## src/rtl/jesd204b_pkg.sv

```systemverilog
// Shared JESD204B transport-layer definitions: derived frame geometry,
// the RX framing FSM state type and lane/octet index helpers (also used by TX).
package jesd204b_pkg;

    typedef enum logic {
        SEEK = 1'b0,
        RUN  = 1'b1
    } tpl_state_t;

    // F: octets per lane per frame
    function automatic int calc_octets_per_frame(input int m, input int s,
                                                 input int np, input int l);
        return (m * s * np) / (8 * l);
    endfunction

    function automatic int calc_tails(input int np, input int n, input int cs);
        return np - n - cs;
    endfunction

    // Converter carried by octet pair 'pair' of lane 'lane'
    function automatic int conv_index(input int lane, input int pair, input int f);
        return lane * (f / 2) + pair;
    endfunction

    // Bit offset of octet 'octet' of lane 'lane' in a lane-major flattened frame
    function automatic int octet_bit(input int lane, input int octet, input int f);
        return (lane * f + octet) * 8;
    endfunction

endpackage

```

## src/rtl/jesd204b_rx_lane_buf.sv

```systemverilog
// Per-lane capture buffer: holds octets 0..F-2 of the frame in progress;
// the final octet is taken straight from the lane input at frame completion.
module jesd204b_rx_lane_buf
    import jesd204b_pkg::*;
#(
    parameter int F     = 4,
    parameter int CNT_W = 2
) (
    input  logic               clk,
    input  logic               rst_n,
    input  logic               wr_en,
    input  logic [CNT_W-1:0]   wr_idx,
    input  logic [7:0]         octet,
    output logic [(F-1)*8-1:0] slots
);

    genvar gi;
    generate
        for (gi = 0; gi < F - 1; gi++) begin : g_slot
            logic [7:0] slot_reg;

            always_ff @(posedge clk or negedge rst_n) begin
                if (!rst_n) begin
                    slot_reg <= '0;
                end else if (wr_en && (wr_idx == CNT_W'(gi))) begin
                    slot_reg <= octet;
                end
            end

            assign slots[octet_bit(0, gi, F) +: 8] = slot_reg;
        end
    endgenerate

endmodule

```

## src/rtl/jesd204b_rx_tpl.sv

```systemverilog
// JESD204B receive transport layer: frames per-lane octet streams and demaps
// each frame into converter samples. Define JESD204B_RX_CTRL_EN to also output control bits.
module jesd204b_rx_tpl
    import jesd204b_pkg::*;
#(
    parameter int LANES       = 4,
    parameter int CONVERTERS  = 8,
    parameter int RESOLUTION  = 11,
    parameter int CONTROL     = 2,
    parameter int SAMPLE_SIZE = 16,
    parameter int SAMPLES     = 1
) (
    input  logic                                     clk,
    input  logic                                     rst_n,
    input  logic [8*LANES-1:0]                       rx_datain,
    input  logic                                     rx_valid,
    input  logic                                     rx_sof,
    output logic [SAMPLES*CONVERTERS*RESOLUTION-1:0] rx_dataout,
`ifdef JESD204B_RX_CTRL_EN
    output logic [SAMPLES*CONVERTERS*CONTROL-1:0]    rx_ctrl,
`endif
    output logic                                     rx_dout_valid,
    output logic                                     rx_aligned,
    output logic                                     frame_err
);

    localparam int F     = calc_octets_per_frame(CONVERTERS, SAMPLES, SAMPLE_SIZE, LANES);
    localparam int CNT_W = (F > 1) ? $clog2(F) : 1;
    localparam logic [CNT_W-1:0] LAST_OCT = CNT_W'(F - 1);

    tpl_state_t state_reg, state_next;
    logic [CNT_W-1:0] oct_cnt_reg, oct_cnt_next;
    logic aligned_reg, aligned_next;
    logic err_reg, err_next;
    logic dv_reg, complete;
    logic wr_en;
    logic [CNT_W-1:0] wr_idx;

    logic [LANES-1:0][(F-1)*8-1:0] lane_slots;
    logic [LANES*F*8-1:0] frame_bits;
    logic [SAMPLES*CONVERTERS*RESOLUTION-1:0] samples_demap, dataout_reg;

    always_comb begin
        state_next   = state_reg;
        oct_cnt_next = oct_cnt_reg;
        aligned_next = aligned_reg;
        err_next     = 1'b0;
        complete     = 1'b0;
        wr_en        = 1'b0;
        wr_idx       = oct_cnt_reg;
        case (state_reg)
            SEEK: begin
                if (rx_valid && rx_sof) begin
                    state_next   = RUN;
                    aligned_next = 1'b1;
                    wr_en        = 1'b1;
                    wr_idx       = '0;
                    oct_cnt_next = CNT_W'(1);
                end
            end
            RUN: begin
                if (rx_valid) begin
                    // A start-of-frame inside a frame restarts framing at this octet
                    if (rx_sof && (oct_cnt_reg != '0)) begin
                        err_next     = 1'b1;
                        wr_en        = 1'b1;
                        wr_idx       = '0;
                        oct_cnt_next = CNT_W'(1);
                    end else if (oct_cnt_reg == LAST_OCT) begin
                        complete     = 1'b1;
                        oct_cnt_next = '0;
                    end else begin
                        wr_en        = 1'b1;
                        oct_cnt_next = oct_cnt_reg + CNT_W'(1);
                    end
                end
            end
            default: state_next = SEEK;
        endcase
    end

    always_ff @(posedge clk or negedge rst_n) begin
        if (!rst_n) begin
            state_reg   <= SEEK;
            oct_cnt_reg <= '0;
            aligned_reg <= 1'b0;
            err_reg     <= 1'b0;
            dv_reg      <= 1'b0;
            dataout_reg <= '0;
        end else begin
            state_reg   <= state_next;
            oct_cnt_reg <= oct_cnt_next;
            aligned_reg <= aligned_next;
            err_reg     <= err_next;
            dv_reg      <= complete;
            if (complete) begin
                dataout_reg <= samples_demap;
            end
        end
    end

    genvar gi, gp;
    generate
        for (gi = 0; gi < LANES; gi++) begin : g_lane
            jesd204b_rx_lane_buf #(
                .F     (F),
                .CNT_W (CNT_W)
            ) u_lane_buf (
                .clk    (clk),
                .rst_n  (rst_n),
                .wr_en  (wr_en),
                .wr_idx (wr_idx),
                .octet  (rx_datain[gi*8 +: 8]),
                .slots  (lane_slots[gi])
            );

            // Last octet bypasses the buffer so the frame decodes on its own edge
            assign frame_bits[octet_bit(gi, 0, F) +: (F-1)*8] = lane_slots[gi];
            assign frame_bits[octet_bit(gi, F-1, F) +: 8]     = rx_datain[gi*8 +: 8];
        end
    endgenerate

`ifdef JESD204B_RX_CTRL_EN
    logic [SAMPLES*CONVERTERS*CONTROL-1:0] ctrl_demap, ctrl_reg;

    always_ff @(posedge clk or negedge rst_n) begin
        if (!rst_n) begin
            ctrl_reg <= '0;
        end else if (complete) begin
            ctrl_reg <= ctrl_demap;
        end
    end

    assign rx_ctrl = ctrl_reg;
`endif

    generate
        for (gi = 0; gi < LANES; gi++) begin : g_demap_lane
            for (gp = 0; gp < F / 2; gp++) begin : g_pair
                localparam int K = conv_index(gi, gp, F);
                logic [SAMPLE_SIZE-1:0] w;
                logic unused_w;

                assign w = {frame_bits[octet_bit(gi, 2*gp, F) +: 8],
                            frame_bits[octet_bit(gi, 2*gp+1, F) +: 8]};
                assign samples_demap[K*RESOLUTION +: RESOLUTION] =
                    w[SAMPLE_SIZE-1 -: RESOLUTION];
`ifdef JESD204B_RX_CTRL_EN
                assign ctrl_demap[K*CONTROL +: CONTROL] =
                    w[SAMPLE_SIZE-1-RESOLUTION -: CONTROL];
`endif
                // Tail bits (and control bits when not exported) are dropped
                assign unused_w = ^w;
            end
        end
    endgenerate

    assign rx_dataout    = dataout_reg;
    assign rx_dout_valid = dv_reg;
    assign rx_aligned    = aligned_reg;
    assign frame_err     = err_reg;

endmodule

```

## config.mk

```make
export PLATFORM = sky130hd
export DESIGN_NAME = jesd204b_rx_tpl
export DESIGN_NICKNAME = d
export VERILOG_FILES = /design/src/rtl/jesd204b_pkg.sv /design/src/rtl/jesd204b_rx_lane_buf.sv /design/src/rtl/jesd204b_rx_tpl.sv
export SDC_FILE = /design/constraint.sdc
export NUM_CORES = 1
export LEC_CHECK = 0
export ABC_AREA = 0
export CAP_MARGIN = 20
export CORE_ASPECT_RATIO = 0.9
export CORE_MARGIN = 1.5
export CORE_UTILIZATION = 47
export DETAILED_ROUTE_END_ITERATION = 8
export GPL_ROUTABILITY_DRIVEN = 0
export HOLD_SLACK_MARGIN = 0.15
export PLACE_DENSITY = 0.74
export RECOVER_POWER = 100
export SLEW_MARGIN = 15
export SYNTH_ARGS = -nofsm -noshare
export SYNTH_HDL_FRONTEND = slang
export SYNTH_SLANG_ARGS = --single-unit
```

## constraint.sdc

```tcl
create_clock -name clk -period 3.5 [get_ports clk]
set_input_delay 0.875 -clock clk [delete_from_list [all_inputs] [get_ports clk]]
set_output_delay 0.875 -clock clk [all_outputs]
set_load 0.02 [all_outputs]
```

==> impl_results.html <==
<table>
<tr><th>Metric</th><th>Value</th></tr>
<tr><th colspan="2">Status</th></tr>
<tr><td>Status</td><td>finished, violations left</td></tr>
<tr><td>Failing checks</td><td>capacitance limit, slew limit</td></tr>
<tr><th colspan="2">Power and ir drop</th></tr>
<tr><td>Static leakage power</td><td>3.82 nW</td></tr>
<tr><td>Worst vdd ir</td><td>0.584 mV</td></tr>
<tr><td>Cell area power density</td><td>roughly 980 nW/um2</td></tr>
<tr><td>Post-layout total power</td><td>8.30 mW</td></tr>
<tr><th colspan="2">Synthesis</th></tr>
<tr><td>Share of synthesized registers carrying an async set or reset</td><td>between 90% and 100%</td></tr>
<tr><td>Most common cell in the synthesized netlist</td><td>sky130_fd_sc_hd__dfrtp_1</td></tr>
<tr><td>Top cells by area in the synthesized netlist</td><td>sky130_fd_sc_hd__dfrtp_1, sky130_fd_sc_hd__mux2_2, sky130_fd_sc_hd__mux2_4, sky130_fd_sc_hd__mux2_1, sky130_fd_sc_hd__buf_6</td></tr>
<tr><td>Number of cells produced by synthesis</td><td>376</td></tr>
<tr><td>List of most frequent post-synthesis cells</td><td>sky130_fd_sc_hd__dfrtp_1, sky130_fd_sc_hd__mux2_2, sky130_fd_sc_hd__mux2_4, sky130_fd_sc_hd__buf_2, sky130_fd_sc_hd__mux2_1</td></tr>
<tr><td>Post-synthesis cell type with the largest combined area</td><td>sky130_fd_sc_hd__dfrtp_1</td></tr>
<tr><td>Post-Syn Nets</td><td>414</td></tr>
<tr><td>Netlist area before placement</td><td>6510 um2</td></tr>
<tr><td>Number of enable flip-flop cells after synthesis</td><td>0</td></tr>
<tr><td>Commonest register cell after synthesis</td><td>sky130_fd_sc_hd__dfrtp_1</td></tr>
<tr><td>Ys Warns</td><td>0</td></tr>
<tr><td>Top-area cell type share of the netlist area</td><td>about 65%</td></tr>
<tr><td>Distinct cell type count after synthesis</td><td>23</td></tr>
<tr><td>Flip-flop and latch count after synthesis</td><td>170</td></tr>
<tr><td>Sequential share of the synthesized area</td><td>between 60% and 70%</td></tr>
<tr><td>Mean Syn Cell Area</td><td>17.3 um2</td></tr>
<tr><th colspan="2">CTS</th></tr>
<tr><td>Clock tree from TritonCTS</td><td>built</td></tr>
<tr><td>Number of hold buffers added after cts</td><td>0</td></tr>
<tr><td>Maximum number of buffers from clock root to sink</td><td>2</td></tr>
<tr><td>Number of buffers created by CTS</td><td>17</td></tr>
<tr><td>Clock sinks</td><td>between 150 and 200</td></tr>
<tr><td>Clock latency on the worst-skew pair</td><td>0.42 ns</td></tr>
<tr><td>Clock tree root driver cell</td><td>sky130_fd_sc_hd__clkbuf_16</td></tr>
<tr><td>Post_cts resized</td><td>0</td></tr>
<tr><td>Number of buffers inserted to repair setup after CTS</td><td>0</td></tr>
<tr><td>Clock transition at the registers of the reported paths</td><td>~0.060 ns</td></tr>
<tr><td>Clock H-tree levels</td><td>4</td></tr>
<tr><th colspan="2">Critical path</th></tr>
<tr><td>Worst-path cell chain</td><td>dlygate4sd3_1, and2_0, nand4_1, clkbuf_1, mux2_2</td></tr>
<tr><td>Cell family contributing the most delay on the critical path</td><td>buffers and inverters</td></tr>
<tr><td>Kind of start point of the critical path</td><td>input pin</td></tr>
<tr><td>Required time worst endpoint</td><td>3.80 ns</td></tr>
<tr><td>Delay of the slowest critical-path stage</td><td>0.71 ns</td></tr>
<tr><td>Type of destination of the critical path</td><td>flop</td></tr>
<tr><td>Number of buffers and inverters on the critical path</td><td>2</td></tr>
<tr><td>Max stage delay cell, worst path</td><td>sky130_fd_sc_hd__clkbuf_1</td></tr>
<tr><td>Critical Path AT</td><td>3.11 ns</td></tr>
<tr><td>Start-to-end type of the worst setup path</td><td>in -&gt; reg</td></tr>
<tr><td>Largest fanout on the critical path</td><td>14</td></tr>
<tr><th colspan="2">Die</th></tr>
<tr><td>Total Die Area</td><td>14600 um2</td></tr>
<tr><td>Total I/O pin count</td><td>127</td></tr>
<tr><td>Row cnt</td><td>40</td></tr>
<tr><td>Core Footprint</td><td>about 13000 um2</td></tr>
<tr><td>DIE WIDTH</td><td>127 um</td></tr>
<tr><td>Die span in y</td><td>115 um</td></tr>
<tr><td>Initial core utilization</td><td>48.4%</td></tr>
<tr><th colspan="2">Drt</th></tr>
<tr><td>Per-cell routed wire length</td><td>17.9 um</td></tr>
<tr><td>Initial DRT Pass Iterations</td><td>4</td></tr>
<tr><td>Total routed wirelength</td><td>between 10000 and 15000 um</td></tr>
<tr><td>Per-cell via count in the routed design</td><td>roughly 5.2</td></tr>
<tr><td>Total number of vias</td><td>3582</td></tr>
<tr><td>Antenna-violating nets left</td><td>0</td></tr>
<tr><td>Number of violations reported at the end of detailed-routing iteration 0</td><td>152</td></tr>
<tr><td>Remaining routing DRC violations</td><td>0</td></tr>
<tr><th colspan="2">Cells and area</th></tr>
<tr><td>Area growth from synthesis to final layout</td><td>30.0%</td></tr>
<tr><td>Final instance area</td><td>8470 um2</td></tr>
<tr><td>Flip-flop count of the largest register, all copies and words added</td><td>88</td></tr>
<tr><td>Antenna diode count</td><td>0</td></tr>
<tr><td>Util after Layout</td><td>62.9%</td></tr>
<tr><td>Fraction of layout instances using a drive strength above 1</td><td>31.7%</td></tr>
<tr><td>Final net count</td><td>552</td></tr>
<tr><th colspan="2">Place</th></tr>
<tr><td>Port Buffers</td><td>126</td></tr>
<tr><td>Cell area reported after detailed placement</td><td>7980 um2</td></tr>
<tr><td>Sum of net half-perimeters after detailed placement</td><td>8120 um</td></tr>
<tr><th colspan="2">GRT</th></tr>
<tr><td>Grt ovf</td><td>0</td></tr>
<tr><td>Vias in the first global route</td><td>3860</td></tr>
<tr><td>Global-route wire length before repair</td><td>about 20000 um</td></tr>
<tr><td>Maximum number of pins on one net before global-route repair</td><td>a little under 70</td></tr>
<tr><td>Global-route usage over all layers</td><td>a little under a fifth</td></tr>
<tr><td>Antenna violations before repair</td><td>0</td></tr>
<tr><th colspan="2">Timing</th></tr>
<tr><td>Setup repair after global routing missed its margin</td><td>false</td></tr>
<tr><td>Transition time at the pin with the least slew margin</td><td>1.64 ns</td></tr>
<tr><td>Final-layout setup total negative slack</td><td>0 ns</td></tr>
<tr><td>Worst slew slack as a fraction of its limit</td><td>-9.51%</td></tr>
<tr><td>Post-route minimum period</td><td>2.81 ns</td></tr>
<tr><td>Crit share post-route</td><td>between 80% and 90%</td></tr>
<tr><td>Final hold violation count</td><td>0</td></tr>
<tr><td>Pins Over Slew Limit</td><td>65</td></tr>
<tr><td>Final setup violation count</td><td>0</td></tr>
<tr><td>Worst Clk Skew</td><td>roughly 0.0061 ns</td></tr>
<tr><td>Highest clock rate</td><td>356 MHz</td></tr>
<tr><th colspan="2">Worst hold path</th></tr>
<tr><td>Kind of path behind the tightest hold check</td><td>reg -&gt; reg</td></tr>
<tr><th colspan="2">Job</th></tr>
<tr><td>Max capacitance violation total</td><td>1</td></tr>
</table>
[power breakdown]
part / leakage (nW) / internal, mW / switching (mW) / total, mW
logic: 1.46 / 1.54 / 1.37 / 2.91
registers: 2.06 / 2.94 / 0.482 / 3.42
clock network: 0.303 / 1.20 / 0.770 / 1.97
total: 3.82 / 5.67 / 2.63 / 8.30
[worst reg2reg max path, cell delays in order, from the launching register on]
cell and delay (ns):
sky130_fd_sc_hd__dfrtp_1 0.41, sky130_fd_sc_hd__inv_1 0.11, sky130_fd_sc_hd__ha_1 0.23, sky130_fd_sc_hd__nand2b_1 0.23
sky130_fd_sc_hd__nand4_1 0.16, sky130_fd_sc_hd__clkbuf_1 0.71, sky130_fd_sc_hd__mux2_2 0.43
[per-layer routing]
metal,global-route usage (%),vias up,share of wire [%]
met4,6.74,0,1.2
met1,23.4,1841,45
met5,0,-,0
met2,28.6,106,47
li1,-,1620,-
met3,7.43,15,7.4
[path summary, 6_finish.rpt]
| check | startpoint | endpoint | slack [ns] | cells after the start |
|---|---|---|---|---|
| max reg2reg | oct_cnt_reg[1] | g_lane[3].u_lane_buf.g_slot[2].slot_reg[2] | 1.10 | 6 |
| max in group asynchronous | rst_n | rx_dataout[86] | 1.17 | 2 |
| min in group asynchronous | rst_n | rx_dataout[3] | 0.87 | 1 |
| min reg2reg | rx_aligned | rx_aligned | 0.47 | 1 |
| min | rx_aligned | rx_aligned | 0.47 | 1 |
| max | rx_valid | g_lane[3].u_lane_buf.g_slot[2].slot_reg[2] | 0.69 | 5 |
[cell type report]
type	count	area [um2]
Tap cell	168	210
Inverter	4	15.0
Multi-Input combinational cell	185	2010
Timing Repair Buffer	136	1350
Clock inverter	15	199
Sequential cell	170	4250
Fill cell	1025	4990
Clock buffer	17	425
[cell usage in the layout, fill, tap and decap left out, types with 2 or more instances in the layout]
cell type	count
sky130_fd_sc_hd__nand4_1	2
sky130_fd_sc_hd__dlygate4sd3_1	93
sky130_fd_sc_hd__nand2b_1	2
sky130_fd_sc_hd__inv_6	2
sky130_fd_sc_hd__buf_12	3
sky130_fd_sc_hd__clkbuf_16	17
sky130_fd_sc_hd__clkinvlp_4	2
sky130_fd_sc_hd__mux2_2	123
sky130_fd_sc_hd__clkbuf_1	3
sky130_fd_sc_hd__mux2_1	38
sky130_fd_sc_hd__clkinv_2	4
sky130_fd_sc_hd__mux2_4	3
sky130_fd_sc_hd__clkbuf_2	3
sky130_fd_sc_hd__dfrtp_1	170
sky130_fd_sc_hd__bufinv_16	4
sky130_fd_sc_hd__clkdlybuf4s50_1	32
sky130_fd_sc_hd__ha_1	2
sky130_fd_sc_hd__clkinv_4	3
sky130_fd_sc_hd__inv_1	4
sky130_fd_sc_hd__buf_4	2
sky130_fd_sc_hd__nand2_1	2
sky130_fd_sc_hd__nor2_1	2
[logic make-up (layout without fill, tap and decap cells)]
logic type               Yosys count  after routing  share of synthesized area [%]
multiplexers                     164            164                           30.1
flip-flops                       170            170                           65.3
AO/OA/AOI/OAI                      6              6                          0.768
buffers and inverters             21            172                           2.11
adder cells (fa/ha/maj)            2              2                          0.384
AND/OR/NAND/NOR                   13             13                           1.36
[through the flow]
| step | setup slack, ns | hold WS (ns) | instances |
|---|---|---|---|
| after floorplan | 1.49 | 0.454 | 376 |
| after detailed placement | 0.586 | 0.463 | 663 |
| after CTS | 1.01 | 0.453 | 695 |
| after global routing | 0.545 | 0.494 | 695 |
| final | 0.688 | 0.467 | 695 |
| after global placement | 0.645 | 0.462 | 663 |
Note: power is estimated with default switching activity, not from simulation.
